## config.mk

```make
export PLATFORM = sky130hd
export DESIGN_NAME = mac_seq
export DESIGN_NICKNAME = d
export VERILOG_FILES = /design/src/rtl/mac_seq_pkg.sv /design/src/rtl/mac_argmax.sv /design/src/rtl/mac_seq.sv
export SDC_FILE = /design/constraint.sdc
export NUM_CORES = 1
export LEC_CHECK = 0
export BUFFER_PORTS_ARGS = -buffer_cell sky130_fd_sc_hd__buf_4
export CAP_MARGIN = 20
export CORE_AREA = 2 2 225 227
export DETAILED_ROUTE_END_ITERATION = 10
export DIE_AREA = 0 0 227 229
export PLACE_DENSITY = 0.47
export SLEW_MARGIN = 15
export SYNTH_ARGS = -nofsm -noshare
export SYNTH_HDL_FRONTEND = slang
export SYNTH_SLANG_ARGS = --single-unit
```

## constraint.sdc

```tcl
create_clock -name clk -period 5.08 [get_ports clk]
set_input_delay 1.27 -clock clk [delete_from_list [all_inputs] [get_ports clk]]
set_output_delay 1.27 -clock clk [all_outputs]
set_load 0.05 [all_outputs]
```

## src/rtl/mac_seq_pkg.sv

```systemverilog
// Shared definitions for the mac_seq neuron sequencer.
// Holds the default parameter values, the derived neuron count and the
// sequencer state encoding used by mac_seq.
package mac_seq_pkg;

   localparam int unsigned DEF_NUM_WORDS = 40;
   localparam int unsigned DEF_WPN       = 4;
   localparam int unsigned DEF_DW        = 128;
   localparam int unsigned DEF_ACC_W     = 22;
   localparam int unsigned DEF_MAC_LAT   = 1;

   localparam int unsigned NEURONS = DEF_NUM_WORDS / DEF_WPN;

   typedef enum logic [2:0] {
      S_IDLE,
      S_FETCH,
      S_WAIT_ACC,
      S_EMIT,
      S_FIN
   } state_t;

endpackage

```

## src/rtl/mac_argmax.sv

```systemverilog
// Signed running maximum with its index.
//   clk, rst_n : clock, asynchronous active-low reset
//   clr        : reload the most negative value and index 0
//   upd        : offer val/idx; taken only when val is strictly greater,
//                so ties keep the earlier (lower) index
//   max_idx    : index of the current maximum
module mac_argmax #(
   parameter int unsigned ACC_W = 22,
   parameter int unsigned IDX_W = 4
) (
   input  logic                    clk,
   input  logic                    rst_n,
   input  logic                    clr,
   input  logic                    upd,
   input  logic signed [ACC_W-1:0] val,
   input  logic [IDX_W-1:0]        idx,
   output logic [IDX_W-1:0]        max_idx
);

   localparam logic signed [ACC_W-1:0] MOST_NEG = {1'b1, {(ACC_W-1){1'b0}}};

   logic signed [ACC_W-1:0] max_val;

   always_ff @(posedge clk or negedge rst_n) begin
      if (!rst_n) begin
         max_val <= MOST_NEG;
         max_idx <= '0;
      end else if (clr) begin
         max_val <= MOST_NEG;
         max_idx <= '0;
      end else if (upd && (val > max_val)) begin
         max_val <= val;
         max_idx <= idx;
      end
   end

endmodule

```

## src/rtl/mac_seq.sv

```systemverilog
// Neuron sequencer: reads WPN operand words per neuron from an external
// memory, streams them to an external MAC, collects each accumulator result
// and offers it on a valid/ready port, tracking the argmax across the image.
//   start                : one-cycle image request (ignored while busy)
//   mem_rd/mem_addr      : operand read strobe and word address
//   p_rdata/w_rdata      : pixel/weight words, one cycle after mem_rd
//   mac_p/mac_w/mac_en   : registered operands to the MAC, mac_clr on word 0
//   acc_in               : MAC result, valid MAC_LAT cycles after last mac_en
//   res_data/res_idx     : neuron result and index, res_valid/res_ready
//   busy/done/class_out  : not idle, end-of-image pulse, argmax index
import mac_seq_pkg::*;

module mac_seq #(
   parameter int unsigned NUM_WORDS = DEF_NUM_WORDS,
   parameter int unsigned WPN       = DEF_WPN,
   parameter int unsigned DW        = DEF_DW,
   parameter int unsigned ACC_W     = DEF_ACC_W,
   parameter int unsigned MAC_LAT   = DEF_MAC_LAT
) (
   input  logic                    clk,
   input  logic                    rst_n,
   input  logic                    start,
   output logic                    mem_rd,
   output logic [5:0]              mem_addr,
   input  logic [DW-1:0]           p_rdata,
   input  logic [DW-1:0]           w_rdata,
   output logic [DW-1:0]           mac_p,
   output logic [DW-1:0]           mac_w,
   output logic                    mac_en,
   output logic                    mac_clr,
   input  logic signed [ACC_W-1:0] acc_in,
   output logic signed [ACC_W-1:0] res_data,
   output logic [3:0]              res_idx,
   output logic                    res_valid,
   input  logic                    res_ready,
   output logic                    busy,
   output logic                    done,
   output logic [3:0]              class_out
);

   if ((NUM_WORDS % WPN) != 0) begin : g_bad_cfg
      $error("mac_seq: NUM_WORDS must be a multiple of WPN");
   end

   localparam int unsigned N_NEUR     = NUM_WORDS / WPN;
   localparam logic [5:0]  LAST_ADDR  = 6'(NUM_WORDS - 1);
   localparam logic [3:0]  LAST_NEUR  = 4'(N_NEUR - 1);
   localparam logic [7:0]  LAST_WORD  = 8'(WPN - 1);
   // WAIT_ACC is entered the cycle after the last read; the last mac_en
   // follows two cycles after that read (memory + operand register).
   localparam logic [7:0]  SAMPLE_CNT = 8'(MAC_LAT + 1);

   state_t     state, state_nxt;
   logic [7:0] wcnt;
   logic [5:0] addr;
   logic [3:0] nidx;
   logic       rd_d1, first_d1;
   logic       acc_smp, hs, img_start;

   assign img_start = (state == S_IDLE) && start;
   assign acc_smp   = (state == S_WAIT_ACC) && (wcnt == SAMPLE_CNT);
   assign hs        = (state == S_EMIT) && res_ready;

   always_comb begin
      state_nxt = state;
      unique case (state)
         S_IDLE:     if (start) state_nxt = S_FETCH;
         S_FETCH:    if (wcnt == LAST_WORD) state_nxt = S_WAIT_ACC;
         S_WAIT_ACC: if (acc_smp) state_nxt = S_EMIT;
         S_EMIT:     if (res_ready) state_nxt = (nidx == LAST_NEUR) ? S_FIN : S_FETCH;
         S_FIN:      state_nxt = S_IDLE;
         default:    state_nxt = S_IDLE;
      endcase
   end

   assign mem_rd    = (state == S_FETCH);
   assign mem_addr  = addr;
   assign res_valid = (state == S_EMIT);
   assign busy      = (state != S_IDLE);
   assign done      = (state == S_FIN);

   always_ff @(posedge clk or negedge rst_n) begin
      if (!rst_n) begin
         state <= S_IDLE;
         wcnt  <= '0;
         addr  <= '0;
         nidx  <= '0;
      end else begin
         state <= state_nxt;
         // wcnt counts words in FETCH and latency cycles in WAIT_ACC
         if ((state == S_FETCH || state == S_WAIT_ACC) && state_nxt == state)
            wcnt <= wcnt + 8'd1;
         else
            wcnt <= '0;
         if (img_start)
            addr <= '0;
         else if (state == S_FETCH)
            addr <= (addr == LAST_ADDR) ? '0 : addr + 6'd1;
         if (img_start)
            nidx <= '0;
         else if (hs && nidx != LAST_NEUR)
            nidx <= nidx + 4'd1;
      end
   end

   always_ff @(posedge clk or negedge rst_n) begin
      if (!rst_n) begin
         rd_d1    <= 1'b0;
         first_d1 <= 1'b0;
         mac_en   <= 1'b0;
         mac_clr  <= 1'b0;
         mac_p    <= '0;
         mac_w    <= '0;
         res_data <= '0;
         res_idx  <= '0;
      end else begin
         rd_d1    <= mem_rd;
         first_d1 <= mem_rd && (wcnt == 8'd0);
         mac_en   <= rd_d1;
         mac_clr  <= rd_d1 && first_d1;
         if (rd_d1) begin
            mac_p <= p_rdata;
            mac_w <= w_rdata;
         end
         if (acc_smp) begin
            res_data <= acc_in;
            res_idx  <= nidx;
         end
      end
   end

   mac_argmax #(
      .ACC_W(ACC_W),
      .IDX_W(4)
   ) u_argmax (
      .clk     (clk),
      .rst_n   (rst_n),
      .clr     (img_start),
      .upd     (hs),
      .val     (res_data),
      .idx     (res_idx),
      .max_idx (class_out)
   );

endmodule

```

==> reports/qor.yml, run 1 <==
final_cell_mix: "buf_4, dfrtp_1, mux2_2, clkbuf_16, inv_1"
outcome: "completed"
clock-root-buffer: "clkbuf_16"
dpl.cell_count: 2086
fmax_ghz: 0.308
core_sq_mm: 0.0497
drcViolationCount: 0
avgRoutedWirePerCell_microns: 19.1
clk_pin_slew_ns: 0.06
cp.buffers_inverters: 2
cts_resized: 0
io_buffers: 579
final.min_clock_period_ns: 3.24
cts_buffers: 40
crit_type: "flip-flop to output port"
cp_slowest_cell: "dfrtp_1"
finalNetCount: 1766
worst_pin_slew_ns: 1.07
cap_violations: 0
ys_seq_area_frac: 0.638
cts_tree: "built"
crit_path_frequent_cell: "nand2b_1"
finish.utilization: 0.392
worst-path-max-fanout: 9
cp-start-kind: "flip-flop"
holdCritStartpoint: "first_d1"
synth-compound-area-share: 0.0314
n_antenna_cell: 0
drt_iter0_drc: 337
synth-seq-cells: 333
syn2layout_area_growth_pct: 48.8
ys_types: 41
crit_arrival_ns: 1.97
final_common_cell: "buf_4"
via_per_inst: 4.24
synth_top_family_by_area: "multiplexers"
cp_num_cells: 4
async_flop_share: 1.00
ys_warn_count: 0
fin_crit_sh: 0.639
initial_core_util: 0.263
track_usage: 0.153
fin_tns_setup_ns: 0
slowest_delay_ns: 0.42
rows: 82
synth_area_per_cell_sq_um: 15.1
cp-end-kind: "output port"
grt_pass1_wl_microns: 59800
whs_path_depth: 1
rsz0062_at_grt: "no"
crit_chain: "nand2b_1 > nand2b_1 > clkinv_1 > buf_4"
cts.sinks: 333
hold_class: "flip-flop to flip-flop"
antenna_found_initial: 0
layoutNonFillerInstCount: 2154
drt_pass1_iterations: 4
layout-drive-gt1-share: 0.625
post_synth_instance_area_sq_mm: 0.0131
crit_path_start: "state[1]"
die_y_microns: 229
reg2reg_depth: 8
grt_pass1_vias: 9447
dieArea_sq_mm: 0.0520
final-hold-violation-count: 0
synth.area.mux_share: 0.242
setup_viol: 0
drv_slew: 0
gp_congestion: 0.813
synthSimpleGateAreaFrac: 0.0323
clock_path_buffers: 3
r2r-start: "u_argmax.max_val[21]"
cts_hold_buf: 0
grt_overflow: 0
critPathRequiredTime_ns: 3.81
grt_max_degree: 115
vias: 9124
netlist_instances: 865
synth_flop_cell: "dfrtp_1"
fp.dieW_microns: 227
ios: 580
syn_nets: 1175
fillers: 4849
skew_ns: 0.0125
post-dp-hpwl_microns: 30900
postRouteAntennaNets: 0
clock_latency_ns: 0.54
synth-edff-count: 0
synth_xor_area_frac: 0.00737
synthAdderAreaFrac: 0.0268
htree_levels: 2
wl_microns: 41200
crit_family: "buffers and inverters"
relSlewSlack: 0.289
post_cts_buffers: 0
-- routing by layer --
layer	up-vias	routed length, microns	global-route usage
met5	-	0	0
met4	0	982	0.0509
met3	54	3310	0.0436
met2	298	22000	0.283
met1	4519	14800	0.166
li1	4253	-	-
-- cell usage after synthesis, drive strengths merged, types with 3 or more instances --
library cell | number | area share
dfrtp | 332 | 0.64
mux2 | 281 | 0.24
inv | 32 | 0.0092
clkbuf | 31 | 0.0089
ha | 28 | 0.027
a22o | 26 | 0.017
nor2 | 25 | 0.0072
a21oi | 18 | 0.0069
nand2 | 17 | 0.0049
xor2 | 10 | 0.0067
nand3 | 8 | 0.0031
buf | 7 | 0.0041
nand4 | 7 | 0.0034
o21ai | 6 | 0.0023
nor3 | 5 | 0.0023
and3 | 4 | 0.0019
nand2b | 3 | 0.0014
-- cell type report --
type / instances / area, sq um / area share
Sequential cell: 333 / 8340 / 0.429
Timing Repair Buffer: 587 / 4460 / 0.230
Multi-Input combinational cell: 461 / 4440 / 0.228
Clock buffer: 62 / 1170 / 0.0604
Tap cell: 672 / 841 / 0.0432
Inverter: 33 / 124 / 0.00637
Clock inverter: 6 / 61.3 / 0.00315
-- cells by family after synthesis --
| kind of cell | Yosys count |
|---|---|
| compound gates | 58 |
| buf+inv | 71 |
| flops | 333 |
| fa+ha+maj | 28 |
| simple gates | 83 |
| xor+xnor | 11 |
| mux | 281 |
-- worst reg2reg max path: cells and delay by family (launching register included) --
family,cells,cell delay [ns]
buffers and inverters,1,0.05
AND/OR/NAND/NOR,4,1.62
adder cells (fa/ha/maj),1,0.34
AO/OA/AOI/OAI,2,0.48
flip-flops,1,0.52
-- state kept, by name, summed over array words and instances, names as in the netlist --
signal and cells:
mac_en 1, u_argmax.max_idx 4, state 3, u_argmax.max_val 22, res_idx 4, mac_w 128, first_d1 1, res_data 22
nidx 4, mac_clr 1, mem_addr 6, mac_p 128, wcnt 8, rd_d1 1
-- metrics by stage --
stage	worst slack, ns	hold slack [ns]	area (sq um)
after CTS	1.74	0.455	19400
after global routing	1.62	0.476	19400
after detailed placement	1.89	0.442	18200
after floorplan	2.21	0.352	13100
final	1.84	0.450	19400
after global placement	1.97	0.450	18200
-- final timing paths --
path                                              to  slack [ns]
worst min-delay path                         mac_clr        0.45
min in group asynchronous                  mac_p[11]        0.83
worst max register to register  u_argmax.max_val[14]        2.01
worst min register to register               mac_clr        0.45
worst max-delay path                          mem_rd        1.84
max in group asynchronous        u_argmax.max_val[7]        3.21
Power of run 1 is left out: the tool's default activity adds up to more than one toggle a clock period on the data nets, which glitch-free logic cannot reach.
==> run 2: changes to the inputs <==
--- a/config.mk
+++ b/config.mk
@@ -7,10 +7,10 @@
 export LEC_CHECK = 0
 export BUFFER_PORTS_ARGS = -buffer_cell sky130_fd_sc_hd__buf_4
 export CAP_MARGIN = 20
-export CORE_AREA = 2 2 225 227
+export CORE_AREA = 2 2 228 230
 export DETAILED_ROUTE_END_ITERATION = 10
-export DIE_AREA = 0 0 227 229
-export PLACE_DENSITY = 0.47
+export DIE_AREA = 0 0 230 232
+export PLACE_DENSITY = 0.46
 export SLEW_MARGIN = 15
 export SYNTH_ARGS = -nofsm -noshare
 export SYNTH_HDL_FRONTEND = slang
==> constraint.sdc (replaced) <==
create_clock -name clk -period 3.2 [get_ports clk]
set_input_delay 0.8 -clock clk [delete_from_list [all_inputs] [get_ports clk]]
set_output_delay 0.8 -clock clk [all_outputs]
set_load 0.05 [all_outputs]
==> run 2 against run 1 <==
Non-clock buffer count is 9 higher. Setup slack worse by 1.4 ns. Global-route usage hardly changed. Sequential share of layout area is 0.37 points lower. Via count is 0.70% higher. Routed wire length is 2.8% higher. Clock skew is 0.0026 ns lower. Register-to-register slack worse by 1.4 ns. Sequential cell count stayed put. Die area is 2.6% higher. First-iteration DRC count is 11% lower. Critical endpoint unchanged. Highest routed layer unchanged.
==> reports/qor.yml, run 2 (same netlist as run 1, synthesis figures left out) <==
setup_viol: 0
core_sq_mm: 0.0509
cts_hold_buf: 0
global_route.usage.met2: 0.274
cp-end-kind: "output port"
grt_pass1_vias: 9540
hold_class: "input pin to asynchronous set/reset pin"
clk_pin_slew_ns: 0.05
critPathRequiredTime_ns: 2.40
initial_core_util: 0.257
hold_slack_ns: 0.184
grt_max_degree: 76
post_cts_buffers: 0
clock_path_buffers: 3
cts_resized: 0
cts_buffers: 41
dieArea_sq_mm: 0.0534
worst-path-max-fanout: 9
post-dp-hpwl_microns: 32400
grt_pass1_wl_microns: 61500
cap_violations: 0
met1_usage: 0.177
drv_slew: 0
worst_pin_slew_ns: 0.662
final-hold-violation-count: 0
cts_tree: "built"
vias: 9188
drt_pass1_iterations: 4
avgRoutedWirePerCell_microns: 19.4
antenna_found_initial: 1
clock_latency_ns: 0.54
dp_slack_ns: 0.608
gp_congestion: 0.791
layout-drive-gt1-share: 0.628
track_usage: 0.153
final_common_cell: "buf_4"
via_per_inst: 4.22
top_regs: "mac_p x128, mac_w x128"
rsz0062_at_grt: "no"
clock-root-buffer: "clkbuf_16"
htree_levels: 2
fillers: 4982
met3_usage: 0.0417
drcViolationCount: 0
busiest_layer: "met2"
drt_iter0_drc: 300
postRouteAntennaNets: 0
outcome: "completed"
syn2layout_area_growth_pct: 50.1
die_y_microns: 232
fin_crit_sh: 0.856
grt_overflow: 0
fin_tns_setup_ns: 0
fmax_ghz: 0.365
cts.sinks: 333
crit_type: "flip-flop to output port"
setup_slack_ns: 0.461
ios: 580
finalNetCount: 1776
relSlewSlack: 0.556
rows: 83
final.min_clock_period_ns: 2.74
crit_arrival_ns: 1.94
final_cell_mix: "buf_4, dfrtp_1, mux2_2, clkbuf_16, inv_1"
wl_microns: 42300
fp.dieW_microns: 230
cp-start-kind: "flip-flop"
skew_ns: 0.00991
io_buffers: 579
run 2: cell count changes in the layout (fill, tap and decap cells not counted):
cell / previous run / this run
buf_12: 4 / 6
buf_4: 582 / 589
bufinv_16: 1 / 0
clkbuf_1: 14 / 15
clkbuf_16: 41 / 43
clkbuf_8: 7 / 9
clkinv_2: 3 / 5
clkinvlp_4: 1 / 0
diode_2: 0 / 1
inv_6: 0 / 1
run 2: cell type report:
class / instances / area, sq um / share of cell area
antenna: 1 / 2.50 / 0.000128
clock buffer: 67 / 1260 / 0.0640
clock inverter: 7 / 42.5 / 0.00217
inverter: 33 / 124 / 0.00632
multi-input combinational: 461 / 4440 / 0.227
sequential: 333 / 8340 / 0.425
tap: 680 / 851 / 0.0434
timing repair buffer: 596 / 4560 / 0.232
run 2: layer usage:
metal / wire (microns) / share of wire / vias up
met2: 22100 / 0.52 / 300
met5: 0 / 0 / -
li1: - / - / 4266
met4: 1000 / 0.024 / 0
met3: 2850 / 0.067 / 55
met1: 16400 / 0.39 / 4567
run 2: path summary, 6_finish.rpt:
kind	start	to	slack [ns]	depth (start not counted)
max in group asynchronous	rst_n	mac_w[57]	2.22	2
min in group clk	first_d1	mac_clr	0.44	1
setup / recovery	state[1]	mem_rd	0.46	4
hold / removal	rst_n	mac_w[78]	0.18	1
hold reg to reg	first_d1	mac_clr	0.44	1
setup reg to reg	u_argmax.max_val[21]	u_argmax.max_val[8]	0.61	9
run 2: critical path: stages, from the launching register on:
cell and delay [ns]:
dfrtp_1 0.44, nand2b_1 0.17, nand2b_1 0.23, clkinv_1 0.28
buf_4 0.28
run 2: per-stage QoR:
step                instance area, sq um  utilization  std cells
floorplan                          13100            -        865
global placement                   18300        0.360       2103
detailed placement                 18300        0.360       2103
CTS                                19600        0.385       2177
global route                       19600        0.385       2178
finish                             19600        0.385       2178
Power of run 2 is left out for the same reason.
==> run 3: changes to the inputs <==
--- a/config.mk
+++ b/config.mk
@@ -7,10 +7,10 @@
 export LEC_CHECK = 0
 export BUFFER_PORTS_ARGS = -buffer_cell sky130_fd_sc_hd__buf_4
 export CAP_MARGIN = 20
-export CORE_AREA = 2 2 228 230
+export CORE_AREA = 2 2 224 226
 export DETAILED_ROUTE_END_ITERATION = 10
-export DIE_AREA = 0 0 230 232
-export PLACE_DENSITY = 0.46
+export DIE_AREA = 0 0 226 228
+export PLACE_DENSITY = 0.49
 export SLEW_MARGIN = 15
 export SYNTH_ARGS = -nofsm -noshare
 export SYNTH_HDL_FRONTEND = slang
==> constraint.sdc (replaced) <==
create_clock -name clk -period 2.3 [get_ports clk]
set_input_delay 0.575 -clock clk [delete_from_list [all_inputs] [get_ports clk]]
set_output_delay 0.575 -clock clk [all_outputs]
set_load 0.05 [all_outputs]
==> run 3 against run 2 <==
The run now ends with negative setup slack left. Sequential cell count is the same. Clock skew up 0.015 ns. Non-clock buffer count up 66. First-iteration DRC count grew 36%. Die area is 3.4% lower. Cell area grew 4.2%. Global-route usage increased by 0.68 points. Routed wire length is 0.27% lower. Setup slack got worse by 0.63 ns. Cell count increased by 2.8%. Clock-buffer cell count down 4. Largest cell class unchanged.
==> reports/qor.yml, run 3 (same netlist as run 1, synthesis figures left out) <==
post-dp-hpwl_microns: 32500
setup_slack_ns: -0.168
top_regs: "mac_p x128, mac_w x128"
drt_iter0_drc: 407
vias: 9511
crit_type: "flip-flop to flip-flop"
cp.buffers_inverters: 2
dpl.cell_count: 2151
multi_input_area_sq_mm: 0.00460
fin_crit_sh: 1.07
avgRoutedWirePerCell_microns: 18.9
rsz0062_at_grt: "yes"
postRouteAntennaNets: 0
clock_path_buffers: 3
ios: 580
cp-end-kind: "flip-flop"
cp-start-kind: "flip-flop"
crit_family: "simple AND/OR/NAND/NOR gates"
setup_viol: 26
cap_violations: 0
relSlewSlack: 0.643
final_common_cell: "buf_4"
reg2reg_depth: 9
wl_microns: 42200
clock_latency_ns: 0.55
holdCritStartpoint: "p_rdata[24]"
drv_slew: 0
slowest_delay_ns: 0.53
grt_max_degree: 73
critPathRequiredTime_ns: 2.72
finalNetCount: 1842
violations: "negative setup slack"
layout-drive-gt1-share: 0.677
cp_slowest_cell: "or4_4"
final.min_clock_period_ns: 2.47
gp_congestion: 0.799
worst_pin_slew_ns: 0.536
final_cell_mix: "buf_4, dfrtp_1, mux2_2, clkbuf_16"
outcome: "finished with violations"
antenna_found_initial: 2
clock-root-buffer: "clkbuf_16"
cts_tree: "built"
layoutNonFillerInstCount: 2238
register_area_sq_mm: 0.00836
final-hold-violation-count: 0
hold_class: "input pin to flip-flop"
whs_path_depth: 2
drt_pass1_iterations: 4
crit_chain: "inv_2 > ha_4 > nand4_1 > a21oi_2 > o31a_1 > or4_4 > and3b_2 > buf_6 > a22o_1"
reg2reg_setup_slack_ns: -0.17
dieArea_sq_mm: 0.0515
io_buffers: 579
worstHoldEndpoint: "mac_p[24]"
die_y_microns: 228
rows: 82
track_usage: 0.160
placed_area_sq_mm: 0.0189
grt_pass1_vias: 10008
initial_core_util: 0.265
via_per_inst: 4.25
fp.dieW_microns: 226
worst-path-max-fanout: 5
grt_overflow: 0
cts.sinks: 333
htree_levels: 2
crit_arrival_ns: 2.89
drcViolationCount: 0
syn2layout_area_growth_pct: 56.4
fillers: 4686
core_sq_mm: 0.0493
grt_pass1_wl_microns: 62900
crit-reg2reg-capture: "u_argmax.max_val[0]"
hold_slack_ns: 0.254
clk_pin_slew_ns: 0.06
skew_ns: 0.0251
design_area_sq_mm: 0.0204
r2r-start: "u_argmax.max_val[5]"
fmax_ghz: 0.405
cts_buffers: 41
dp_slack_ns: -0.174
## run 3: worst max path at each step
stage / startpoint / end / depth (start not counted)
3_5_place_dp: u_argmax.max_val[21] / u_argmax.max_val[1] / 10
6_report: u_argmax.max_val[5] / u_argmax.max_val[0] / 9
4_1_cts: u_argmax.max_val[4] / u_argmax.max_val[2] / 9
3_3_place_gp: u_argmax.max_val[21] / u_argmax.max_val[1] / 10
2_1_floorplan: res_data[3] / u_argmax.max_val[10] / 9
5_1_grt: u_argmax.max_val[2] / u_argmax.max_val[2] / 9
## run 3: layout make-up
type / count / share of cell area
Clock inverter: 12 / 0.00588
Antenna cell: 2 / 0.000245
Tap cell: 672 / 0.0411
Clock buffer: 63 / 0.0622
Sequential cell: 333 / 0.409
Multi-Input combinational cell: 461 / 0.225
Inverter: 33 / 0.00606
Timing Repair Buffer: 662 / 0.250
## run 3: layer usage
metal	GRT usage	vias to the layer above	share of wire
li1	-	4398	-
met1	0.189	4733	0.39
met2	0.280	323	0.51
met3	0.0504	57	0.079
met4	0.0418	0	0.021
met5	0	-	0
## run 3: through the flow
step | TNS [ns] | utilization
CTS | -2.50 | 0.413
finish | -3.50 | 0.414
global route | -5.74 | 0.414
global placement | -3.02 | 0.382
floorplan | -2.65 | -
detailed placement | -3.85 | 0.382
## run 3: repair_timing
action,CTS,global route
cloned,2,0
pin swaps,8,7
setup buffers,2,6
hold endpoints to repair,34,0
endpoints found under the setup margin,27,35
resized for setup,24,6
hold buffers,1,0
Power of run 3 is left out for the same reason.
